===== src/rtl/sprite_pack_writer_pkg.sv =====
// rtl/sprite_pack_writer_pkg.sv - shared sprite pixel types, palette and packing constants
package sprite_pkg;

  typedef logic [11:0] rgb444_t;
  typedef logic [3:0]  pal_idx_t;

  typedef enum logic [1:0] {
    S_IDLE  = 2'd0,
    S_LOAD  = 2'd1,
    S_FLUSH = 2'd2,
    S_DONE  = 2'd3
  } wr_state_t;

  localparam int PIX_PER_WORD = 8;
  localparam int PAL_SIZE     = 16;

  // Entry 0 sits in the least significant slot, entry 15 in the most significant.
  localparam logic [PAL_SIZE-1:0][11:0] PALETTE = {
    12'h433, 12'h667, 12'h34C, 12'h800,
    12'hB55, 12'h003, 12'h79B, 12'hE12,
    12'h007, 12'h743, 12'h000, 12'h511,
    12'hEA7, 12'h986, 12'h211, 12'hFFE
  };

endpackage


===== src/rtl/sprite_pack_writer_if.sv =====
// rtl/sprite_pack_writer_if.sv - pixel stream in and BRAM write port out of the sprite writer
interface sprite_pack_writer_if
  import sprite_pkg::*;
#(
  parameter int ADDR_W = 6
) ();

  rgb444_t             pix_rgb;
  logic                pix_valid;
  logic                pix_ready;
  logic                bram_we;
  logic [ADDR_W-1:0]   bram_addr;
  logic [31:0]         bram_wdata;

  // The writer accepts pixels and masters the BRAM write port.
  modport master (
    input  pix_rgb,
    input  pix_valid,
    output pix_ready,
    output bram_we,
    output bram_addr,
    output bram_wdata
  );

  // The loader/BRAM side of the same bundle.
  modport slave (
    output pix_rgb,
    output pix_valid,
    input  pix_ready,
    input  bram_we,
    input  bram_addr,
    input  bram_wdata
  );

endinterface


===== src/rtl/sprite_pack_writer_rgb_to_pal_idx.sv =====
// rtl/sprite_pack_writer_rgb_to_pal_idx.sv - exact-match RGB444 to palette index encoder
module rgb_to_pal_idx
  import sprite_pkg::*;
(
  input  rgb444_t  rgb_i,
  output pal_idx_t idx_o,
  output logic     hit_o
);

  // Scan from the top entry down so the lowest matching index is the last one written.
  always_comb begin
    idx_o = '0;
    hit_o = 1'b0;
    for (int i = PAL_SIZE - 1; i >= 0; i--) begin
      if (rgb_i == PALETTE[i]) begin
        idx_o = pal_idx_t'(i);
        hit_o = 1'b1;
      end
    end
  end

endmodule


===== src/rtl/sprite_pack_writer.sv =====
// rtl/sprite_pack_writer.sv - packs 4-bpp palette indices into 32-bit sprite BRAM words; SPRITE_WR_MISS_CNT_EN adds miss_count
module sprite_pack_writer
  import sprite_pkg::*;
#(
  parameter int SPR_W     = 20,
  parameter int SPR_H     = 20,
  parameter int ADDR_W    = 6,
  parameter int BASE_ADDR = 0,
  parameter int MISS_IDX  = 0
) (
  input  logic                  Clk,
  input  logic                  Reset,
  input  logic                  start,
  sprite_pack_writer_if.master  bus,
  output logic                  busy,
  output logic                  done
`ifdef SPRITE_WR_MISS_CNT_EN
  ,
  output logic [9:0]            miss_count
`endif
);

  localparam int NPIX  = SPR_W * SPR_H;
  localparam int CNT_W = (NPIX > 1) ? $clog2(NPIX) : 1;

  localparam logic [CNT_W-1:0]  LAST_PIX = CNT_W'(NPIX - 1);
  localparam logic [2:0]        LAST_NIB = 3'(PIX_PER_WORD - 1);
  localparam logic [ADDR_W-1:0] BASE     = ADDR_W'(BASE_ADDR);
  localparam pal_idx_t          MISS     = pal_idx_t'(MISS_IDX);

  wr_state_t         state_q;
  logic [CNT_W-1:0]  pix_cnt_q;
  logic [2:0]        nib_cnt_q;
  logic [31:0]       pack_q;
  logic [31:0]       pack_d;
  logic              we_q;
  logic [ADDR_W-1:0] addr_q;
  logic [31:0]       wdata_q;
  logic              done_q;

  pal_idx_t          enc_idx;
  logic              enc_hit;
  pal_idx_t          pix_idx;
  logic              accept;
  logic              last_pix;

  rgb_to_pal_idx u_enc (
    .rgb_i (bus.pix_rgb),
    .idx_o (enc_idx),
    .hit_o (enc_hit)
  );

  assign pix_idx  = enc_hit ? enc_idx : MISS;
  assign accept   = bus.pix_valid && (state_q == S_LOAD);
  assign last_pix = (pix_cnt_q == LAST_PIX);

  // Pack register with the incoming index merged into the current nibble slot.
  always_comb begin
    pack_d = pack_q;
    pack_d[{nib_cnt_q, 2'b00} +: 4] = pix_idx;
  end

  // Load sequencer: counts pixels, emits one registered write per full or final word.
  always_ff @(posedge Clk) begin
    if (Reset) begin
      state_q   <= S_IDLE;
      pix_cnt_q <= '0;
      nib_cnt_q <= '0;
      pack_q    <= '0;
      we_q      <= 1'b0;
      addr_q    <= BASE;
      wdata_q   <= '0;
      done_q    <= 1'b0;
    end else begin
      we_q   <= 1'b0;
      done_q <= 1'b0;
      if (we_q) begin
        addr_q <= addr_q + ADDR_W'(1);
      end
      case (state_q)
        S_IDLE: begin
          if (start) begin
            state_q   <= S_LOAD;
            pix_cnt_q <= '0;
            nib_cnt_q <= '0;
            pack_q    <= '0;
            addr_q    <= BASE;
          end
        end
        S_LOAD: begin
          if (accept) begin
            pix_cnt_q <= pix_cnt_q + CNT_W'(1);
            nib_cnt_q <= nib_cnt_q + 3'd1;
            // A completed or final word leaves through wdata; the pack register restarts empty.
            if (nib_cnt_q == LAST_NIB || last_pix) begin
              we_q    <= 1'b1;
              wdata_q <= pack_d;
              pack_q  <= '0;
            end else begin
              pack_q  <= pack_d;
            end
            if (last_pix) begin
              state_q <= S_FLUSH;
            end
          end
        end
        S_FLUSH: begin
          state_q <= S_DONE;
          done_q  <= 1'b1;
        end
        S_DONE: begin
          state_q <= S_IDLE;
        end
        default: begin
          state_q <= S_IDLE;
        end
      endcase
    end
  end

  assign bus.pix_ready  = (state_q == S_LOAD);
  assign bus.bram_we    = we_q;
  assign bus.bram_addr  = addr_q;
  assign bus.bram_wdata = wdata_q;
  assign busy           = (state_q == S_LOAD) || (state_q == S_FLUSH);
  assign done           = done_q;

`ifdef SPRITE_WR_MISS_CNT_EN
  logic [9:0] miss_q;

  // Saturating count of accepted pixels with no palette match, cleared per load.
  always_ff @(posedge Clk) begin
    if (Reset) begin
      miss_q <= '0;
    end else if (state_q == S_IDLE && start) begin
      miss_q <= '0;
    end else if (accept && !enc_hit && miss_q != 10'h3FF) begin
      miss_q <= miss_q + 10'd1;
    end
  end

  assign miss_count = miss_q;
`endif

endmodule


===== src/flat_wrapper.sv =====
// flat-port wrapper written by rule: the top's interface ports become plain ports
module sprite_pack_writer_flat import sprite_pkg::*;
#(
  parameter int SPR_W     = 20,
  parameter int SPR_H     = 20,
  parameter int ADDR_W    = 6,
  parameter int BASE_ADDR = 0,
  parameter int MISS_IDX  = 0
)
  (Clk, Reset, start, busy, done, bus_pix_rgb, bus_pix_valid, bus_pix_ready, bus_bram_we, bus_bram_addr, bus_bram_wdata);
  sprite_pack_writer_if #(.ADDR_W(ADDR_W)) bus_i ();
  input  logic Clk;
  input  logic Reset;
  input  logic start;
  output logic busy;
  output logic done;
  input wire logic [$bits(bus_i.pix_rgb)-1:0] bus_pix_rgb;
  input wire logic [$bits(bus_i.pix_valid)-1:0] bus_pix_valid;
  output wire logic [$bits(bus_i.pix_ready)-1:0] bus_pix_ready;
  output wire logic [$bits(bus_i.bram_we)-1:0] bus_bram_we;
  output wire logic [$bits(bus_i.bram_addr)-1:0] bus_bram_addr;
  output wire logic [$bits(bus_i.bram_wdata)-1:0] bus_bram_wdata;
  assign bus_i.pix_rgb = bus_pix_rgb;
  assign bus_i.pix_valid = bus_pix_valid;
  assign bus_pix_ready = bus_i.pix_ready;
  assign bus_bram_we = bus_i.bram_we;
  assign bus_bram_addr = bus_i.bram_addr;
  assign bus_bram_wdata = bus_i.bram_wdata;
  sprite_pack_writer #(.SPR_W(SPR_W), .SPR_H(SPR_H), .ADDR_W(ADDR_W), .BASE_ADDR(BASE_ADDR), .MISS_IDX(MISS_IDX)) u_core (.Clk(Clk), .Reset(Reset), .start(start), .bus(bus_i), .busy(busy), .done(done));
endmodule

===== config.mk =====
export PLATFORM = sky130hd
export DESIGN_NAME = sprite_pack_writer_flat
export DESIGN_NICKNAME = d
export VERILOG_FILES = /design/src/rtl/sprite_pack_writer_pkg.sv /design/src/rtl/sprite_pack_writer_if.sv /design/src/rtl/sprite_pack_writer_rgb_to_pal_idx.sv /design/src/rtl/sprite_pack_writer.sv /design/src/flat_wrapper.sv
export SDC_FILE = /design/constraint.sdc
export NUM_CORES = 1
export LEC_CHECK = 0
export CAP_MARGIN = 25
export CORE_MARGIN = 2
export CORE_UTILIZATION = 54
export CTS_CLUSTER_SIZE = 12
export DETAILED_ROUTE_END_ITERATION = 7
export GPL_TIMING_DRIVEN = 0
export PLACE_DENSITY_LB_ADDON = 0.15
export SLEW_MARGIN = 15
export SYNTH_ARGS = -nofsm -noshare
export SYNTH_HDL_FRONTEND = slang
export SYNTH_SLANG_ARGS = --single-unit

===== constraint.sdc =====
create_clock -name Clk -period 2.9 [get_ports Clk]
set_input_delay 0.29 -clock Clk [delete_from_list [all_inputs] [get_ports Clk]]
set_output_delay 0.29 -clock Clk [all_outputs]
set_load 0.03 [all_outputs]

==> results.sh, run 1 <==
export IMPL_critPathCaptureType="flip-flop"
export IMPL_yosys_area_share_adder_pct=3.75
export IMPL_fin_skew_ps=10.5
export IMPL_drive_above_1_share_pct=9.52
export IMPL_use_met1_pct=35.9
export IMPL_fin_nets=591
export IMPL_grt_pass1_vias=3740
export IMPL_use_met3_pct=4.74
export IMPL_max_freq_mhz=380
export IMPL_synth_nets=524
export IMPL_worstPathArrival_ps=2910
export IMPL_place_hpwl_um=8380
export IMPL_io_buffers=56
export IMPL_clkLatencyLatePin_ps=360
export IMPL_synth_area_leaders="dfxtp_1 (40%), a21oi_1 (5.7%), o21ai_0 (4.5%), nand2_1 (4.4%), ha_1 (3.7%)"
export IMPL_synthSimpleGateAreaFrac_pct=25.4
export IMPL_final_util_pct=67.4
export IMPL_synthCells=495
export IMPL_timing_rr_end="u_core.pack_q[5]$_SDFFE_PP0P_"
export IMPL_htreeDepth=3
export IMPL_cts_resized=0
export IMPL_drt_iter0_markers=321
export IMPL_vias=4105
export IMPL_synth_xor_area_share_pct=2.02
export IMPL_final_common_cell="dfxtp_1"
export IMPL_endpoint="u_core.pack_q[5]$_SDFFE_PP0P_"
export IMPL_die_w_um=93.7
export IMPL_critPathRequiredTime_ps=3180
export IMPL_postCtsSetupBuffers=0
export IMPL_clkTransAtPathRegs_ps=90
export IMPL_antenna_found_initial=0
export IMPL_grt_first_pass_wirelength_um=18500
export IMPL_start_util_pct=55.9
export IMPL_most_common_layout_cells="dfxtp_1 (86), clkdlybuf4s50_1 (56), nand2_1 (51), a21oi_1 (49), nor2_1 (41)"
export IMPL_crit_fanout=10
export IMPL_rsz0062_at_grt="no"
export IMPL_ant_nets=0
export IMPL_clk_path_buf_depth=2
export IMPL_grt_use_met2_pct=44.7
export IMPL_totalWireLength_um=11500
export IMPL_mappedNetlistArea_mm2=0.00434
export IMPL_synth_async_sr_flop_share_pct=0
export IMPL_synth_area_mux_share_pct=0.692
export IMPL_fillers=668
export IMPL_critical_path_class="flip-flop to flip-flop"
export IMPL_cts_root_buf="clkbuf_8"
export IMPL_ys_flop_type="dfxtp_1"
export IMPL_seq_area_frac_synth_pct=39.7
export IMPL_max_cap_violations=0
export IMPL_holdPathStages=3
export IMPL_die_height_um=93.7
export IMPL_synth_top_area_share_pct=39.7
export IMPL_cts_hold_buf=0
export IMPL_synth_edff_count=0
export IMPL_syn_avg_cell_area_um2=8.77
export IMPL_grt_use_total_pct=27.0
export IMPL_synth_top_family_by_area="simple AND/OR/NAND/NOR gates"
export IMPL_cts_tree="done"
export IMPL_slew_headroom_pct=54.3
export IMPL_synth_seq_cells=86
export IMPL_cts_sinks=86
export IMPL_fin_crit_sh_pct=90.6
export IMPL_r2r_cells=8
export IMPL_status="finished, final reports clean"
export IMPL_post_route_drc_count=0
export IMPL_n_antenna_cell=0
export IMPL_hp_class="input pin to flip-flop"
export IMPL_tightestPinTransition_ps=685
export IMPL_gp_congestion=0.971
export IMPL_r2r_setup_slack_ps=270
export IMPL_min_period_ps=2630
export IMPL_power_leakage_uw=0.00187
export IMPL_via_per_inst=6.14
export IMPL_yosys_warnings=0
export IMPL_fin_tns_setup_ps=0
export IMPL_final_hold_violation_count=0
export IMPL_power_density_mw_per_mm2=529
export IMPL_synth_area_leader_cell="dfxtp_1"
export IMPL_startpoint="u_core.nib_cnt_q[0]$_SDFFE_PP0P_"
export IMPL_synth_compound_area_share_pct=24.9
export IMPL_vdd_ir_drop_max_uv=297
export IMPL_die_area_mm2=0.00877
export IMPL_setup_viol=0
export IMPL_drt_pass1_iter_count=6
export IMPL_start_kind="flip-flop"
export IMPL_grt_busiest_layer="met2"
export IMPL_fp_coreArea_mm2=0.00777
export IMPL_synth_cell_types=60
export IMPL_grt_max_degree=17
export IMPL_grt_overflow_total=0
export IMPL_cts_buffers=9
export IMPL_report_final_slew_viol_count=0
export IMPL_rr_startpoint="u_core.nib_cnt_q[0]$_SDFFE_PP0P_"
export IMPL_rows=32
export IMPL_wl_per_cell_um=17.2
export IMPL_ios=58
export IMPL_syn_to_final_growth_pct=20.6
[metal layers]
metal  routed length [um]  vias to the layer above
met2                 5460                      164
met4                  246                        0
met3                  820                       22
met1                 4960                     1939
met5                    0                        -
li1                     -                     1980
[through the flow]
step / power [uW] / hold slack (ps) / instance area, um2 / cells / setup slack [ps]
after floorplan: 1720 / 425 / 4340 / 495 / 825
final: 2770 / 414 / 5230 / 669 / 272
after detailed placement: 1910 / 444 / 5030 / 653 / 264
after CTS: 2760 / 409 / 5230 / 669 / 335
after global routing: 2890 / 428 / 5230 / 669 / 50.0
after global placement: 1900 / 436 / 5030 / 653 / 271
[sequential cells by signal (all words and copies together), names as in the netlist]
name	count
u_core.bus.bram_addr	6
u_core.bus.bram_wdata	32
u_core.bus.bram_we	1
u_core.done	1
u_core.nib_cnt_q	3
u_core.pack_q	32
u_core.pix_cnt_q	9
u_core.state_q	2
[critical path, cell delays in order, from the launching register on]
cell and delay [ps]:
dfxtp_1 500, inv_1 150, ha_1 230, ha_1 350, clkbuf_1 300, nand3_1 270
nor2_1 370, nand2_1 170, o21ai_0 220
[report_power, final]
part	internal (uW)	switching, uW
Clock	407	467
Sequential	1200	21.7
Combinational	221	448
[cell families (layout without fill, tap and decap cells)]
logic type,count (synthesis),in the layout
flops,86,86
buf+inv,36,108
compound gates,163,163
xor+xnor,10,10
mux,3,3
simple gates,184,184
fa+ha+maj,13,13
[Yosys cell counts (2+ instances only)]
cell	number
a21oi_1	49
ha_1	13
or3_1	7
xor2_1	5
a22oi_1	4
nand2_1	51
nor3_4	3
nand3b_2	2
o32ai_1	8
nand3_1	11
inv_1	15
nand4_2	2
nor2_1	41
buf_2	3
and3_1	4
clkbuf_1	14
and2_1	2
or2_1	2
nor4bb_1	3
nand4_1	14
o31ai_1	18
o41ai_2	6
o21ai_0	39
and4b_1	3
nor4_4	3
buf_6	2
dfxtp_1	86
mux2i_1	3
nor3b_1	4
nand2b_1	2
nor2b_1	6
nand4b_1	2
xnor2_1	5
a211oi_1	7
o21ai_1	14
o221ai_1	8
and4bb_2	4
nor3_1	4
or4_4	2
nand3b_1	4
[how the worst min path moves through the flow]
stage,startpoint,endpoint,slack (ps)
detailed placement,u_core.pack_q[21]$_SDFFE_PP0P_,u_core.pack_q[21]$_SDFFE_PP0P_,440
floorplan,u_core.pack_q[10]$_SDFFE_PP0P_,u_core.pack_q[10]$_SDFFE_PP0P_,430
finish,Reset,u_core.pack_q[0]$_SDFFE_PP0P_,410
global route,Reset,u_core.pack_q[17]$_SDFFE_PP0P_,430
CTS,Reset,u_core.pack_q[2]$_SDFFE_PP0P_,410
global placement,u_core.pack_q[30]$_SDFFE_PP0P_,u_core.pack_q[30]$_SDFFE_PP0P_,440
[area by class of cell]
class | instances | area, um2 | share of cell area, %
Tap cell | 102 | 128 | 2.44
Clock buffer | 9 | 124 | 2.37
Buffer | 20 | 93.8 | 1.79
Timing Repair Buffer | 56 | 561 | 10.7
Inverter | 16 | 60.1 | 1.15
Sequential cell | 86 | 1720 | 32.9
Multi-Input combinational cell | 373 | 2460 | 47.1
Clock inverter | 7 | 80.1 | 1.53
Power figures use the tool's default switching activity.
==> run 2: changes to the inputs <==
Settings changed: CAP_MARGIN 25 to 0.
==> results of run 2 <==
Same layout as run 1: the final DEF is identical, and so are final timing and power.
